--- config.mk ---
export PLATFORM = sky130hd
export DESIGN_NAME = in_port
export DESIGN_NICKNAME = d
export VERILOG_FILES = /design/src/rtl/in_port.sv
export SDC_FILE = /design/constraint.sdc
export NUM_CORES = 1
export LEC_CHECK = 0
export ABC_AREA = 1
export CORE_ASPECT_RATIO = 0.6
export CORE_MARGIN = 2
export CORE_UTILIZATION = 50
export CTS_CLUSTER_SIZE = 25
export DETAILED_ROUTE_END_ITERATION = 8
export GPL_TIMING_DRIVEN = 0
export PLACE_DENSITY_LB_ADDON = 0.2
export SETUP_SLACK_MARGIN = 0.4
export SLEW_MARGIN = 20
export SYNTH_ARGS = -nofsm -noshare
export SYNTH_HDL_FRONTEND = slang
export SYNTH_SLANG_ARGS = --single-unit
--- constraint.sdc ---
create_clock -name clk -period 1.6 [get_ports clk]
set_input_delay 0.32 -clock clk [delete_from_list [all_inputs] [get_ports clk]]
set_output_delay 0.32 -clock clk [all_outputs]
set_load 0.1 [all_outputs]
--- src/rtl/in_port.sv ---
// Input port of the 16-bit SAP computer: buffers producer words in a small FIFO
// and drives the head word onto the OR-combined bus on in_read. Optional macro: IN_PORT_STATUS_EN.
module in_port #(
    parameter int DEPTH = 4,
    localparam int CW = $clog2(DEPTH) + 1
) (
    input  logic          clk,
    input  logic          rst,
    input  logic [15:0]   ext_data,
    input  logic          ext_valid,
    output logic          ext_ready,
    input  logic          in_read,
`ifdef IN_PORT_STATUS_EN
    input  logic          in_status,
`endif
    output logic [15:0]   bus_out,
    output logic          bus_drive,
    output logic          empty,
    output logic          full,
    output logic [CW-1:0] count,
    output logic          underflow
);

    localparam int AW = $clog2(DEPTH);

    if (DEPTH < 2 || DEPTH > 16 || (DEPTH & (DEPTH - 1)) != 0) begin : g_bad_depth
        $error("in_port: DEPTH must be a power of two in 2..16");
    end

    // Handshake: a word transfers at a rising edge when ext_valid && ext_ready.
    // ext_ready depends only on the registered count, so a stalled producer
    // must hold ext_data/ext_valid until the transfer happens.

    logic [15:0]   mem [DEPTH];
    logic [AW-1:0] wr_ptr;
    logic [AW-1:0] rd_ptr;
    logic [CW-1:0] count_q;

    logic push;
    logic pop;
    logic uf_event;
    logic status_rd;

    assign empty     = (count_q == CW'(0));
    assign full      = (count_q == CW'(DEPTH));
    assign ext_ready = !full;
    assign count     = count_q;

    assign push     = ext_valid && ext_ready;
    assign pop      = in_read && !empty;
    assign uf_event = in_read && empty;

`ifdef IN_PORT_STATUS_EN
    assign status_rd = in_status && !in_read;
`else
    assign status_rd = 1'b0;
`endif

    always_ff @(posedge clk or posedge rst) begin
        if (rst) begin
            wr_ptr  <= '0;
            rd_ptr  <= '0;
            count_q <= '0;
        end else begin
            if (push) begin
                wr_ptr <= wr_ptr + AW'(1);
            end
            if (pop) begin
                rd_ptr <= rd_ptr + AW'(1);
            end
            case ({push, pop})
                2'b10:   count_q <= count_q + CW'(1);
                2'b01:   count_q <= count_q - CW'(1);
                default: count_q <= count_q;
            endcase
        end
    end

    // Storage carries no reset; the pointers alone define what is valid.
    always_ff @(posedge clk) begin
        if (push) begin
            mem[wr_ptr] <= ext_data;
        end
    end

    always_ff @(posedge clk or posedge rst) begin
        if (rst) begin
            underflow <= 1'b0;
        end else if (uf_event) begin
            underflow <= 1'b1;
        end else if (status_rd) begin
            underflow <= 1'b0;
        end
    end

`ifdef IN_PORT_STATUS_EN
    logic [15:0] status_word;

    always_comb begin
        status_word          = '0;
        status_word[15]      = underflow;
        status_word[14]      = full;
        status_word[13]      = empty;
        status_word[CW-1:0]  = count_q;
    end
`endif

    // Bus output must be all-zeros whenever this port is not driving real data.
    always_comb begin
        bus_out   = 16'h0000;
        bus_drive = in_read;
        if (pop) begin
            bus_out = mem[rd_ptr];
        end
`ifdef IN_PORT_STATUS_EN
        else if (status_rd) begin
            bus_drive = 1'b1;
            bus_out   = status_word;
        end
`endif
    end

endmodule
==> results of run 1 <==
[cell usage after synthesis]
master	instances
inv_1	77
nand2_1	68
edfxtp_1	64
nand3_1	23
nand3_2	15
a21oi_2	13
nand2_2	10
dfrtp_1	8
buf_6	6
ha_1	5
buf_2	4
nor2_1	4
a21oi_1	3
inv_2	3
buf_4	2
inv_4	2
xnor2_1	2
a21o_1	1
buf_8	1
fa_1	1
nand4_1	1
o21ai_0	1
o21ai_1	1
[cells in the final DEF (no fill, tap or decap), types with 5 or more instances in the layout]
cell type and count:
inv_1 72, edfxtp_1 64, nand2_1 50, buf_12 34
nand3_2 28, nand2_2 23, buf_6 22, buf_4 19
clkdlybuf4s50_1 18, a21oi_4 16, clkbuf_16 12, nand3_4 5
nand3_1 5
[report_power, final]
part,leakage (nW),internal (mW),switching (mW)
logic,1.57,3.25,5.08
registers,0.676,2.52,0.199
clock network,0.130,1.20,0.766
[through the flow]
stage | utilization | setup WS (ns) | power [mW]
after global placement | 0.6291 | -1.144 | 7.971
after detailed placement | 0.6291 | -1.178 | 8.070
after floorplan | - | -0.5747 | 6.948
final | 0.8382 | -0.3991 | 13.01
after global routing | 0.8382 | -0.4351 | 13.32
after CTS | 0.7879 | -0.2928 | 11.75
[cell families (layout without fill, tap and decap cells)]
| family | count (synthesis) | in the layout | synth area share |
|---|---|---|---|
| and+or+nand+nor | 121 | 121 | 0.1776 |
| adders and majority gates | 6 | 6 | 0.02426 |
| DFF | 72 | 72 | 0.6235 |
| AOI/OAI and AO/OA | 19 | 19 | 0.04301 |
| buffers and inverters | 95 | 199 | 0.1265 |
| xor gates and xnor gates | 2 | 2 | 0.005148 |
[flip-flops by register name, summed over array words and instances (netlist names)]
register	cells
underflow	1
count	3
wr_ptr	2
mem	64
rd_ptr	2
[metal layers]
metal,share of wire,wire length (um),vias up
met4,0.032,368,0
met1,0.39,4440,1357
met5,0,0,-
met2,0.51,5819,135
met3,0.065,738,41
li1,-,-,1191
[timing repair]
action | 4_1_cts | 5_1_grt
pin swaps | 22 | 24
buffers inserted | 25 | 15
hold buffers | 0 | 0
cloned | 2 | 3
resized for setup | 281 | 33
setup endpoints to repair | 93 | 94
[layout make-up]
cell class | count | share of cell area
clock buffers | 10 | 0.04127
clock inverters | 6 | 0.01083
flip-flops and latches | 72 | 0.3848
well taps | 87 | 0.01962
repair buffers | 88 | 0.2226
multi-input cells | 148 | 0.2253
inverters | 82 | 0.06292
plain buffers | 13 | 0.03270
[critical path: cells and delay by family (launching register included)]
family | cells | cell delay (ns)
flops | 1 | 0.39
simple gates | 2 | 0.26
buf+inv | 3 | 0.51
compound gates | 1 | 0.19
[path summary, 6_finish.rpt]
kind                                         end  slack, ns  cells past startpoint
max                                  bus_out[12]      -0.40                      6
min                        wr_ptr[0]$_DFFE_PP0P_       0.27                      2
max reg2reg                 count[2]$_DFFE_PP0P_      -0.34                     13
min reg2reg                wr_ptr[0]$_DFFE_PP0P_       0.56                      2
max in group asynchronous   count[2]$_DFFE_PP0P_       1.03                      2
min in group clk           underflow$_DFFE_PP0P_       0.40                      2
==> flow_summary.ini, run 1 <==
[floorplanning]
initial_core_util = 0.5142
fp.dieH_um = 67.91
num_rows = 23
core_area_mm2 = 0.006619
die_area_mm2 = 0.007504
die_w_um = 110.5
ios = 44

[clock_tree]
root_buffer = clkbuf_16
clk_path_buf_depth = 2
clock-sinks = 72
cts_buffers = 9
cts-htree-levels = 3
clk_latency_ns = 0.33
tritoncts = built
path_clk_slew_ns = 0.06

[sta]
finalCritPeriodShare = 1.249
max_freq_mhz = 500.2
skew_ns = 0.005630
whs_ns = 0.2691
finalSetupTns_ns = -12.90
relSlewSlack = 0.7580
hold_viol = 0
worst_pin_slew_ns = 0.3625
setup_violations = 85
fin_crit_ns = 1.999
drv_slew = 0
setup_ws_ns = -0.3991
rsz0062_at_grt = yes

[routing]
via_per_inst = 5.383
drtIter0Drc = 297
via_count = 2724
routed_wl_um = 11370
ant_nets = 0
drt-wirelength-per-cell_um = 22.46
drc = 0
dr.pass1.iters = 5

[final_layout]
nets = 440
multi_input_area_mm2 = 0.001250
drive_gt1_frac = 0.4630
antenna_cells = 0
n_fill_cell = 285
register_area_mm2 = 0.002135
final_cells = 506
area_delta_synth_final_pct = 63.01
fin_area_mm2 = 0.005548

[critical_path]
crit_slowest_cell = dfrtp_1
cp_max_fo = 10
critPathKind = reg -> out
crit_path_end_kind = output port
cp.arrival_ns = 1.68
r2r_start = count[1]$_DFFE_PP0P_
path_cells = buf_6 -> buf_6 -> nand2_1 -> nand3_2 -> a21oi_4 -> buf_12
worstPathRequired_ns = 1.28
cp-start-kind = flip-flop
slowest_delay_ns = 0.39
crit_path_frequent_cell = buf_6
cp-startpoint = rd_ptr[0]$_DFFE_PP0P_

[global_routing]
antenna_found_initial = 0
met2_usage = 0.4624
met1_usage = 0.3064
gr-usage-all-layers = 0.2526
met3_usage = 0.05492
grt_pass1_wl_um = 13670
grt.overflow.total = 0
grt-busiest-layer = met2
first_global_vias = 2493
grt_max_degree = 17

[synth]
synth_top_cell_by_area = edfxtp_1
netlist_area_mm2 = 0.003403
synth_area_leaders = edfxtp_1, inv_1, nand2_1, dfrtp_1, nand3_2
ys_ff_latch = 72
synthCells = 315
synth_top_area_share = 0.5647
syn_area_per_cell_um2 = 10.80
ys_warn_count = 0
syn_nets = 341
ys_types = 23
synth-seq-area-share = 0.6235

[power_and_ir_drop]
leakage_nw = 2.372
peakVddDrop_v = 0.001312
p_per_area_mw_per_mm2 = 2346

[run_status]
violations = negative setup slack
status = finished, violations left

[run]
drv_cap = 0

[placement]
placed_area_mm2 = 0.004164
io_buffers = 43
dpl.hpwl_um = 4471
routabilityCongestion = 0.7180
place_inst = 445

[worst_hold_path]
hold_class = in -> async
(Power assumes the default switching activity.)
==> run 2: changes to the inputs <==
--- a/config.mk
+++ b/config.mk
@@ -7,7 +7,7 @@
 export LEC_CHECK = 0
 export ABC_AREA = 1
 export CORE_ASPECT_RATIO = 0.6
-export CORE_MARGIN = 2
+export CORE_MARGIN = 5
 export CORE_UTILIZATION = 50
 export CTS_CLUSTER_SIZE = 25
 export DETAILED_ROUTE_END_ITERATION = 8
==> run 2 against run 1 <==
The run still ends with negative setup slack left. Flip-flop and latch count is the same. Final area decreased by 1.2%. Die area up 15%. Via count fell by 5.0%. Register-to-register slack better by 0.08 ns. Largest power group unchanged.
==> flow_summary.ini, run 2 (synthesized netlist as in run 1, its figures left out) <==
[placement]
routabilityCongestion = 0.7316
io_buffers = 43
placed_area_mm2 = 0.004164
dp_slack_ns = -1.230
dpl.hpwl_um = 4886

[final_layout]
top_register = mem
final_cell_mix = inv_1, edfxtp_1, nand2_1, buf_12, nand3_2
nets = 433
layout_commonest_cell = inv_1
drive_gt1_frac = 0.4636
antenna_cells = 0
largest_reg_flops = 64
finish.utilization = 0.8242
fin_area_mm2 = 0.005479
area_delta_synth_final_pct = 60.99

[critical_path]
worstPathRequired_ns = 1.28
cp_max_fo = 10
critPathKind = reg -> out
r2r_slack_ns = -0.26
r2r_start = count[0]$_DFFE_PP0P_
cp-start-kind = flip-flop
cp.arrival_ns = 1.61
crit_path_end_kind = output port
cp-startpoint = rd_ptr[0]$_DFFE_PP0P_
r2r_cells = 9
r2r-end = count[1]$_DFFE_PP0P_

[run_status]
violations = negative setup slack
status = finished, violations left

[clock_tree]
tritoncts = built
root_buffer = clkbuf_16
cts_buffers = 9
clk_latency_ns = 0.33
path_clk_slew_ns = 0.06
clock-sinks = 72
cts-htree-levels = 3
clk_path_buf_depth = 2
ctsHoldBuffers = 0

[global_routing]
grt_pass1_wl_um = 14290
gr-usage-all-layers = 0.2337
antenna_found_initial = 0
grt_max_degree = 17
grt.overflow.total = 0
first_global_vias = 2614

[floorplanning]
die_w_um = 116.5
ios = 44
num_rows = 23
die_area_mm2 = 0.008611
core_area_mm2 = 0.006648
initial_core_util = 0.5120
fp.dieH_um = 73.91

[power_and_ir_drop]
peakVddDrop_v = 0.001407
p_per_area_mw_per_mm2 = 2300
total_power_mw = 12.60
leakage_nw = 2.329

[sta]
worst_pin_slew_ns = 0.4285
rsz0062_at_grt = yes
relSlewSlack = 0.7140
hold_viol = 0
setup_ws_ns = -0.3272
drv_slew = 0
setup_violations = 21
finalCritPeriodShare = 1.205
fin_crit_ns = 1.927
max_freq_mhz = 518.9
skew_ns = 0.006659

[routing]
dr.pass1.iters = 5
via_count = 2588
ant_nets = 0
drtIter0Drc = 189
via_per_inst = 5.186
drt-wirelength-per-cell_um = 19.96
drc = 0
routed_wl_um = 9959

[run]
drv_cap = 0

[worst_hold_path]
hold_class = in -> async
run 2: cell count changes in the layout (fill, tap and decap cells not counted), moves of 3 or more:
cell	delta
buf_4	-6
nand2_2	+4
nand2_4	-3
nand3_2	+4
run 2: what timing repair did:
action,in CTS,in global routing
pin swaps,22,25
setup buffers,28,5
cloned,4,1
endpoints found under the setup margin,93,93
resized for setup,272,40
run 2: worst max-delay path by stage:
stage                            to  slack [ns]
2_1_floorplan  count[2]$_DFFE_PP0P_       -0.57
3_3_place_gp             bus_out[2]       -1.24
3_5_place_dp             bus_out[2]       -1.23
4_1_cts                  bus_out[6]       -0.29
5_1_grt                  bus_out[5]       -0.36
6_report                 bus_out[9]       -0.33
run 2: worst max-delay path: stages, from the launching register on:
cell	delay, ns
dfrtp_1	0.36
buf_6	0.16
inv_8	0.06
buf_12	0.15
nand2_1	0.08
nand3_2	0.09
a21oi_4	0.19
buf_12	0.19
run 2: per-stage QoR:
stage | hold WS (ns) | setup TNS [ns] | std cells
after global placement | 0.4448 | -62.14 | 445
final | 0.2872 | -5.947 | 499
after detailed placement | 0.4880 | -63.14 | 445
after CTS | 0.2700 | -5.198 | 493
after global routing | 0.3172 | -7.395 | 499
after floorplan | 0.1357 | -33.01 | 315
run 2: area by class of cell:
type                       instances  area (um2)
inverter                          82       344.1
tap                               87       108.9
timing repair buffer              81        1177
buffer                            13       190.2
clock buffer                       9       225.2
clock inverter                     7       62.56
multi-input combinational        148        1236
fill                             310        1169
sequential                        72        2135
run 2: report_power, final:
| group | leakage [nW] | switching, mW | internal, mW |
|---|---|---|---|
| Combinational | 1.52 | 4.79 | 3.17 |
| Clock | 0.136 | 0.745 | 1.19 |
| Sequential | 0.676 | 0.186 | 2.52 |
run 2: routing by layer:
| layer | vias up | wire, um | track usage |
|---|---|---|---|
| met4 | 0 | 298 | 0.07593 |
| met2 | 103 | 4957 | 0.3859 |
| met3 | 24 | 567 | 0.05432 |
| met5 | - | 0 | 0 |
| li1 | 1176 | - | - |
| met1 | 1285 | 4136 | 0.3103 |
==> run 3: changes to the inputs <==
--- a/config.mk
+++ b/config.mk
@@ -14,7 +14,6 @@
 export GPL_TIMING_DRIVEN = 0
 export PLACE_DENSITY_LB_ADDON = 0.2
 export SETUP_SLACK_MARGIN = 0.4
-export SLEW_MARGIN = 20
 export SYNTH_ARGS = -nofsm -noshare
 export SYNTH_HDL_FRONTEND = slang
 export SYNTH_SLANG_ARGS = --single-unit
==> results of run 3 <==
No change in the layout: final DEF, timing and power equal those of run 2.
